<file path="src/rtl/frame_reader.sv">
// -----------------------------------------------------------------------------
// frame_reader
//   Read side of the DDR2 frame path. Walks the frame in raster order, pushing
//   one read command per 8 pixels into the DDR2 address FIFO, buffers the two
//   128-bit words each command returns, and streams 24-bit pixels to the video
//   output stage over a valid/ready handshake. Frames repeat while enable=1.
//
// Ports
//   clk, rst          system clock, asynchronous active-low reset
//   enable            run request, sampled only at frame boundaries
//   FR_frame_base     frame base address, bits [27:22] used
//   af_full           DDR2 address FIFO full
//   af_addr_din       read address {6'd0, base, y, x[9:3], 2'b00}
//   af_wr_en          push a read command
//   af_cmd_din        command code, constant read (3'b001)
//   rdf_valid/dout    returned read-data word (no backpressure)
//   video             pixel colour
//   video_valid       pixel available (local buffer non-empty)
//   video_ready       consumer accepts pixel
//   video_sof         high while the head pixel is pixel (0,0) of a frame
//   busy              high while the request FSM is not idle
// -----------------------------------------------------------------------------
module frame_reader #(
    parameter int unsigned BUF_DEPTH = 32,
    parameter logic [9:0]  X_LAST    = 10'd792,
    parameter logic [9:0]  Y_LAST    = 10'd599
) (
    input  logic         clk,
    input  logic         rst,
    input  logic         enable,
    input  logic [31:0]  FR_frame_base,
    input  logic         af_full,
    output logic [30:0]  af_addr_din,
    output logic         af_wr_en,
    output logic [2:0]   af_cmd_din,
    input  logic         rdf_valid,
    input  logic [127:0] rdf_dout,
    output logic [23:0]  video,
    output logic         video_valid,
    input  logic         video_ready,
    output logic         video_sof,
    output logic         busy
);

    localparam int unsigned PTR_W     = $clog2(BUF_DEPTH);
    localparam int unsigned CNT_W     = PTR_W + 1;
    localparam int unsigned RES_W     = PTR_W + 2;
    localparam int unsigned FRAME_PIX = (32'(X_LAST) + 32'd8) * (32'(Y_LAST) + 32'd1);
    localparam int unsigned PIX_W     = $clog2(FRAME_PIX);

    typedef enum logic [1:0] {S_IDLE, S_ISSUE, S_WRAP} state_e;

    state_e             state_q, state_d;
    logic [9:0]         x_q, x_d;
    logic [9:0]         y_q, y_d;
    logic [5:0]         base_q, base_d;
    logic [CNT_W-1:0]   out_q, out_d;      // commands with words still due
    logic               half_q;            // first word of a pair already seen
    logic [CNT_W-1:0]   cnt_q, cnt_d;      // words held in the line buffer
    logic [PTR_W-1:0]   wr_ptr_q, rd_ptr_q;
    logic [1:0]         lane_q;            // pixel index within head word
    logic [PIX_W-1:0]   pix_q, pix_d;      // raster index of head pixel

    logic [95:0]        mem_q [BUF_DEPTH];
    logic [95:0]        rdf_pix;
    logic [95:0]        head_word;
    logic [23:0]        lane_pix;
    logic [RES_W-1:0]   reserved;
    logic               credit_ok;
    logic               ret_last;
    logic               xfer;
    logic               pop_word;
    logic               unused_bits;

    // Only the low 24 bits of each 32-bit lane carry colour; drop the rest
    // before storage.
    assign rdf_pix = {rdf_dout[119:96], rdf_dout[87:64], rdf_dout[55:32], rdf_dout[23:0]};
    assign unused_bits = ^{FR_frame_base[31:28], FR_frame_base[21:0],
                           rdf_dout[127:120], rdf_dout[95:88],
                           rdf_dout[63:56], rdf_dout[31:24]};

    // Every command in flight holds two buffer slots, so the buffer can never
    // be overrun by returning data.
    assign reserved  = RES_W'(cnt_q) + {out_q, 1'b0};
    assign credit_ok = (reserved + RES_W'(2)) <= RES_W'(BUF_DEPTH);
    assign ret_last  = rdf_valid && half_q;

    assign af_addr_din = {6'd0, base_q, y_q, x_q[9:3], 2'b00};
    assign af_cmd_din  = 3'b001;
    assign busy        = (state_q != S_IDLE);

    // -------------------------------------------------------------------------
    // Request FSM
    // -------------------------------------------------------------------------
    // NOTE: every output of this block gets a default first so no path through
    // the case can leave one unassigned and infer a latch.
    always_comb begin
        state_d  = state_q;
        x_d      = x_q;
        y_d      = y_q;
        base_d   = base_q;
        af_wr_en = 1'b0;
        unique case (state_q)
            S_IDLE: begin
                if (enable) begin
                    base_d  = FR_frame_base[27:22];
                    x_d     = '0;
                    y_d     = '0;
                    state_d = S_ISSUE;
                end
            end
            S_ISSUE: begin
                if (credit_ok && !af_full) begin
                    af_wr_en = 1'b1;
                    if (x_q == X_LAST) begin
                        x_d = '0;
                        if (y_q == Y_LAST) begin
                            y_d     = '0;
                            state_d = S_WRAP;
                        end else begin
                            y_d = y_q + 10'd1;
                        end
                    end else begin
                        x_d = x_q + 10'd8;
                    end
                end
            end
            S_WRAP: begin
                // Base is only re-sampled once the old frame has fully drained.
                if (out_q == '0 && cnt_q == '0) begin
                    x_d = '0;
                    y_d = '0;
                    if (enable) begin
                        base_d  = FR_frame_base[27:22];
                        state_d = S_ISSUE;
                    end else begin
                        state_d = S_IDLE;
                    end
                end
            end
            default: state_d = S_IDLE;
        endcase
    end

    // -------------------------------------------------------------------------
    // Credit, buffer occupancy and pixel position
    // -------------------------------------------------------------------------
    assign video_valid = (cnt_q != '0);
    assign xfer        = video_valid && video_ready;
    assign pop_word    = xfer && (lane_q == 2'd3);
    assign video_sof   = video_valid && (pix_q == '0);

    always_comb begin
        out_d = out_q;
        if (af_wr_en && !ret_last) begin
            out_d = out_q + CNT_W'(1);
        end else if (!af_wr_en && ret_last) begin
            out_d = out_q - CNT_W'(1);
        end
    end

    always_comb begin
        cnt_d = cnt_q;
        if (rdf_valid && !pop_word) begin
            cnt_d = cnt_q + CNT_W'(1);
        end else if (!rdf_valid && pop_word) begin
            cnt_d = cnt_q - CNT_W'(1);
        end
    end

    always_comb begin
        pix_d = pix_q;
        if (xfer) begin
            pix_d = (pix_q == PIX_W'(FRAME_PIX - 1)) ? '0 : pix_q + PIX_W'(1);
        end
    end

    // NOTE: state registers use non-blocking assignments so every register
    // samples pre-edge values regardless of block evaluation order.
    always_ff @(posedge clk or negedge rst) begin
        if (!rst) begin
            state_q  <= S_IDLE;
            x_q      <= '0;
            y_q      <= '0;
            base_q   <= '0;
            out_q    <= '0;
            half_q   <= 1'b0;
            cnt_q    <= '0;
            wr_ptr_q <= '0;
            rd_ptr_q <= '0;
            lane_q   <= '0;
            pix_q    <= '0;
        end else begin
            state_q <= state_d;
            x_q     <= x_d;
            y_q     <= y_d;
            base_q  <= base_d;
            out_q   <= out_d;
            half_q  <= half_q ^ rdf_valid;
            cnt_q   <= cnt_d;
            pix_q   <= pix_d;
            if (rdf_valid) begin
                wr_ptr_q <= wr_ptr_q + PTR_W'(1);
            end
            if (pop_word) begin
                rd_ptr_q <= rd_ptr_q + PTR_W'(1);
            end
            if (xfer) begin
                lane_q <= lane_q + 2'd1;
            end
        end
    end

    // -------------------------------------------------------------------------
    // Line buffer storage and pixel unpack
    // -------------------------------------------------------------------------
    // NOTE: the storage array is deliberately left out of reset; pointers and
    // occupancy are reset, so stale contents are never presented.
    always_ff @(posedge clk) begin
        if (rdf_valid) begin
            mem_q[wr_ptr_q] <= rdf_pix;
        end
    end

    assign head_word = mem_q[rd_ptr_q];

    always_comb begin
        lane_pix = head_word[23:0];
        unique case (lane_q)
            2'd0: lane_pix = head_word[23:0];
            2'd1: lane_pix = head_word[47:24];
            2'd2: lane_pix = head_word[71:48];
            2'd3: lane_pix = head_word[95:72];
            default: lane_pix = head_word[23:0];
        endcase
    end

    // Gate with valid so the output is 0 whenever no pixel is presented.
    assign video = video_valid ? lane_pix : 24'd0;

endmodule

</file>
<file path="config.mk">
export PLATFORM = sky130hd
export DESIGN_NAME = frame_reader
export DESIGN_NICKNAME = d
export VERILOG_FILES = /design/src/rtl/frame_reader.sv
export SDC_FILE = /design/constraint.sdc
export NUM_CORES = 2
export LEC_CHECK = 0
export CAP_MARGIN = 30
export CORE_MARGIN = 5
export CORE_UTILIZATION = 60
export CTS_BUF_LIST = sky130_fd_sc_hd__clkbuf_8
export DETAILED_ROUTE_END_ITERATION = 6
export GPL_TIMING_DRIVEN = 0
export PLACE_DENSITY_LB_ADDON = 0.15
export SETUP_SLACK_MARGIN = 0.05
export SYNTH_ARGS = -nofsm -noshare
export SYNTH_HDL_FRONTEND = slang
export SYNTH_SLANG_ARGS = --single-unit
</file>
<file path="constraint.sdc">
create_clock -name clk -period 13.5 [get_ports clk]
set_input_delay 2.7 -clock clk [delete_from_list [all_inputs] [get_ports clk]]
set_output_delay 2.7 -clock clk [all_outputs]
set_load 0.03 [all_outputs]
</file>
Word level (Yosys, flattened, before mapping)
Memories as Yosys holds them, arrays and structs flattened.
Index checks and enable logic that the tools add are counted.

operators by class
  reduce and logical (&&, ||, !) cells = 30
  multiply operators = 0
  mux-type cells = 30
  div/mod/pow operators = 0
  $lt $le $gt $ge = 1
  add/subtract/negate cells = 12
  equality and inequality tests = 13
  bitwise gates (word level) = 1
  shift operators = 0

operator list
  operator                                          number
  one-hot mux 24 bit (4 select lines)               1
  2-to-1 mux 10 bit                                 7
  one-hot mux 10 bit (3 select lines)               2
  2-to-1 mux 6 bit                                  6
  2-to-1 mux 24 bit                                 1
  == test 10 bit, second input constant             2
  adder 19 x 1 -> 19 bit, second input constant     1
  == test 19 bit, second input constant             1
  zero test 19 bit                                  1
  2-to-1 mux 19 bit                                 1
  adder 6 x 1 -> 6 bit, second input constant       2
  zero test 6 bit                                   2
  one-hot mux 6 bit (2 select lines)                1
  subtractor 6 x 1 -> 6 bit, second input constant  2
  adder 10 x 1 -> 10 bit, second input constant     1
  adder 10 x 4 -> 10 bit, second input constant     1
  adder 5 x 1 -> 5 bit, second input constant       2
  logical AND 1 bit                                 10
  2-to-1 mux 2 bit                                  5
  != test 2 bit, second input constant              5
  AND reduction 5 bit                               2
  nonzero test 2 bit                                4
  adder 6 x 7 -> 7 bit                              1
  adder 7 x 2 -> 7 bit, second input constant       1
  other kinds (13)                                  25

word-level totals
  bits of input ports = 166
  memory bits (read-only) = 0
  RAM bits = 3072
  memories = 1
  output and inout bits = 62
  flip-flop bits (word level) = 72
  logic and storage cells = 99
  bits in latches = 0

memories
  memory  depth  bits a word  rd ports  clocked after memory_dff  wr ports  RTL line  RTL
  mem_q   32     96           1         0                         1         64        logic [95:0] mem_q [BUF_DEPTH];

Depth between registers and ports, before layout
  depth after elaboration = 10
  mapped depth = 20
  mapped depth without buffers = 19

Worst setup path before layout
No wires, ideal clock.

  path kind = input-to-reg
  start = input rdf_valid
  end = memory mem_q[23][0], enable pin
  slack = 5.688 ns
  required time = 12.948 ns
  library setup time = 0.552 ns
  arrival = 7.260 ns
  buffers on the path = 2
  cell stages on the path = 4
  cell sequence = clkbuf_1 nand2_1 clkbuf_1 nor2_1

on the way
  cells in the longest elaborated chain, start to end = 2

ends and longest elaborated chain
  what                                    RTL line  RTL
  start: declaration                      36        input logic rdf_valid,
  2-to-1 mux 1 bit                        220       if (rdf_valid) begin
  2-to-1 mux 1 bit (not written as such)  221       mem_q[wr_ptr_q] <= rdf_pix;
  end: declaration                        64

Every way passes these cells.

Final worst setup path
  start = register rd_ptr_q[2]
  end = output video[17]

on the way
  cells in the longest elaborated chain, start to end = 3

ends and longest elaborated chain
  what                                 RTL line  RTL
  start: declaration                   60        logic [PTR_W-1:0] wr_ptr_q, rd_ptr_q;
  start signal: assignment             206       rd_ptr_q <= rd_ptr_q + PTR_W'(1);
  memory (32 x 96 bit)                 --
  one-hot mux 24 bit (4 select lines)  229       unique case (lane_q)
  2-to-1 mux 24 bit                    239       assign video = video_valid ? lane_pix : 24'd0;
  end: declaration                     38        output logic [23:0] video,

Every way passes these cells.

==> flow_summary.toml <==
[cts]
numCtsBuffers = 491
clockBufferDepth = 4
cts_tree = "yes"
cts_hold_buf = 0
cts_setup_buffers = 0
path_clk_slew_ns = 0.06
htree_levels = 5
insertion_delay_ns = 1.13
clock-sinks = 3141
cts_resized = 0
cts_root_buf = "clkbuf_8"

[min_path]
hold_class = "flip-flop to flip-flop"
holdPathStages = 1
min_to = "half_q"
hold_start = "half_q"

[detailed_routing]
route.met2.wl_um = 169500
wire_per_inst_um = 37.45
firstDrtPassIters = 7
drt_iter0_drc = 10770
ant_nets = 0
via_per_inst = 6.803
met1Wirelength_um = 121600
via_count = 65300
routed.top_layer = "met5"
drc = 3
dr_wl_met3_um = 46200
wl_um = 359500

[critical_path]
critPathArrivalTime_ns = 6.99
crit_required_ns = 10.80
path_class = "flip-flop to primary output"
critPathLaunchType = "flip-flop"
slowest_delay_ns = 0.79
reg2reg_depth = 16
crit_chain = "buf_2, buf_2, clkbuf_1, clkbuf_1, o21ai_0, o21ai_0, a22oi_1, a21oi_1, clkdlybuf4s50_1"
crit_fanout = 10
reg2reg_slack_ns = 8.32
crit_path_end_kind = "primary output"
critical_path.slowest_cell = "clkbuf_1"
critPathBufInv = 5
critical_path.top_delay_family = "buffers and inverters"
r2r-end = "cnt_q[5]"
r2r_start = "cnt_q[1]"

[power]
combPwrFrac_pct = 36.0
powerDensity_nw_per_um2 = 208.3
p_leak_nw = 46.27
intPower_mw = 18.91
clkPwrFrac_pct = 24.8
p_total_mw = 29.33
ir_drop_mv = 0.1785
switchingPower_mw = 10.41
p_sw_share_pct = 35.50
p_seq_share_pct = 39.2

[yosys]
synth.most_common_cell = "edfxtp_1"
avgSynthCellArea_um2 = 21.70
synth_top_area_share_pct = 76.02
ys_seq_area_share_pct = 77.44
synth_edf_count = 3072
ys_async_sr_fraction_pct = 2.197
syn_area_um2 = 121300
netlist_top_cells_count = "3,072 x edfxtp_1, 690 x mux4_2, 332 x mux2i_1, 172 x nand2_1, 146 x a22oi_1"
netlist_top_cells_area = "edfxtp_1 76%, mux4_2 13%, mux2i_1 2.7%, dfrtp_1 1.4%, a22oi_1 0.90%"
syn-instance-count = 5593
synth.distinct_cells = 58
ys_seq_elements = 3141
yosys.area.top_type = "edfxtp_1"
yosys_warnings = 0
synth_flop_cell = "edfxtp_1"

[cells_and_area]
final_util_pct = 69.81
syn_to_final_growth_pct = 16.04
nets = 6735
fin_cells = 9599
drive_above_1_share_pct = 25.71

[timing]
max_slew_margin_pct = 16.97
fin_crit_sh_pct = 71.74
hold_ws_ns = 0.4698
grt_setup_unrepaired = "false"
setup_ws_ns = 3.815
worst_pin_slew_ns = 1.245
post-route-min-period_ns = 9.686
setup_violations = 0
fin_worst_skew_ns = 0.07558
hold_viol = 0
drv_slew = 0
fmax_mhz = 103.2

[grt]
grtUsageTotal_pct = 34.18
grt_pass1_vias = 64820
grt-ovfl-total = 0
grt_max_degree = 58
grt_antenna_before_repair = 37
grt_first_pass_wirelength_um = 496000

[floorplan]
io_pins = 228
rows = 165
initial_utilization_pct = 60.16
core-area_um2 = 201700
die_area_um2 = 211300
die_w_um = 459.7
dieHeight_um = 459.7

[placement]
dp_hpwl_um = 245900
dp_cells = 8677
port_buffers = 158
place.gp.congestion = 0.8545
place_ws_ns = 5.165

[outcome]
violations = "design-rule violations"
status = "finished, violations left"

[flow_run]
drv_cap = 0
[final cells by class]
class	instances	area, µm²
Timing Repair Buffer	438	7097
Clock buffer	498	6854
Fill cell	12250	60890
Buffer	313	1650
Antenna cell	19	47.55
Sequential cell	3141	93980
Clock inverter	370	1824
Tap cell	2672	3343
Multi-Input combinational cell	2122	25920
Inverter	26	97.59
[through the flow]
| stage | area [µm²] | setup TNS [ns] |
|---|---|---|
| finish | 140800 | 0 |
| global route | 140800 | 0 |
| CTS | 140000 | 0 |
| detailed placement | 131400 | 0 |
| global placement | 126300 | -4425.73 |
| floorplan | 121400 | 0 |
[state kept, by name (all words and copies together), names as in the netlist]
register	cells
cnt_q	6
half_q	1
lane_q	2
rd_ptr_q	5
mem_q	3072
base_q	6
state_q	2
out_q	6
y_q	10
pix_q	19
x_q	7
wr_ptr_q	5
[layout by cell type (no fill, tap or decap), types with 130 or more instances in the layout]
| cell | synthesis | routed |
|---|---|---|
| edfxtp_1 | 3072 | 3072 |
| mux4_2 | 690 | 690 |
| clkbuf_8 | 0 | 498 |
| mux2i_1 | 332 | 332 |
| inv_1 | 23 | 188 |
| nand2_1 | 172 | 172 |
| clkdlybuf4s50_1 | 0 | 157 |
| a22oi_1 | 146 | 146 |
| buf_12 | 0 | 144 |
| a21oi_1 | 137 | 137 |
| clkbuf_1 | 132 | 130 |
[metal layers]
layer	vias up	track usage [%]
li1	25480	-
met1	33860	44.85
met2	4985	53.46
met3	950	9.179
met4	24	17.79
met5	-	0
[worst max path at each step]
stage               depth (start not counted)  slack [ns]            end         from
finish                                      9        3.81      video[17]  rd_ptr_q[2]
global route                                9        3.83      video[17]  rd_ptr_q[2]
CTS                                         9        3.93      video[17]  rd_ptr_q[2]
detailed placement                          9        5.17      video[17]  rd_ptr_q[2]
global placement                            5       -2.02  mem_q[15][63]    rdf_valid
floorplan                                   4        5.69   mem_q[23][0]    rdf_valid
[power by group through the flow]
stage	logic (mW)	clock network (mW)	registers, mW
after CTS	10.3	7.30	11.5
after detailed placement	10.3	0	11.7
after floorplan	5.71	0	11.7
final	10.6	7.26	11.5
after global placement	9.75	0	11.9
after global routing	10.8	7.79	11.5
[cell families after synthesis]
kind of cell	Yosys count	share of synthesized area, %
buf+inv	339	1.436
xor+xnor	38	0.2743
fa+ha+maj	36	0.3898
other cells	2	0.006189
mux	1041	15.72
flops	3141	77.44
simple gates	449	1.738
compound gates	547	2.989
(Power assumes the default switching activity.)
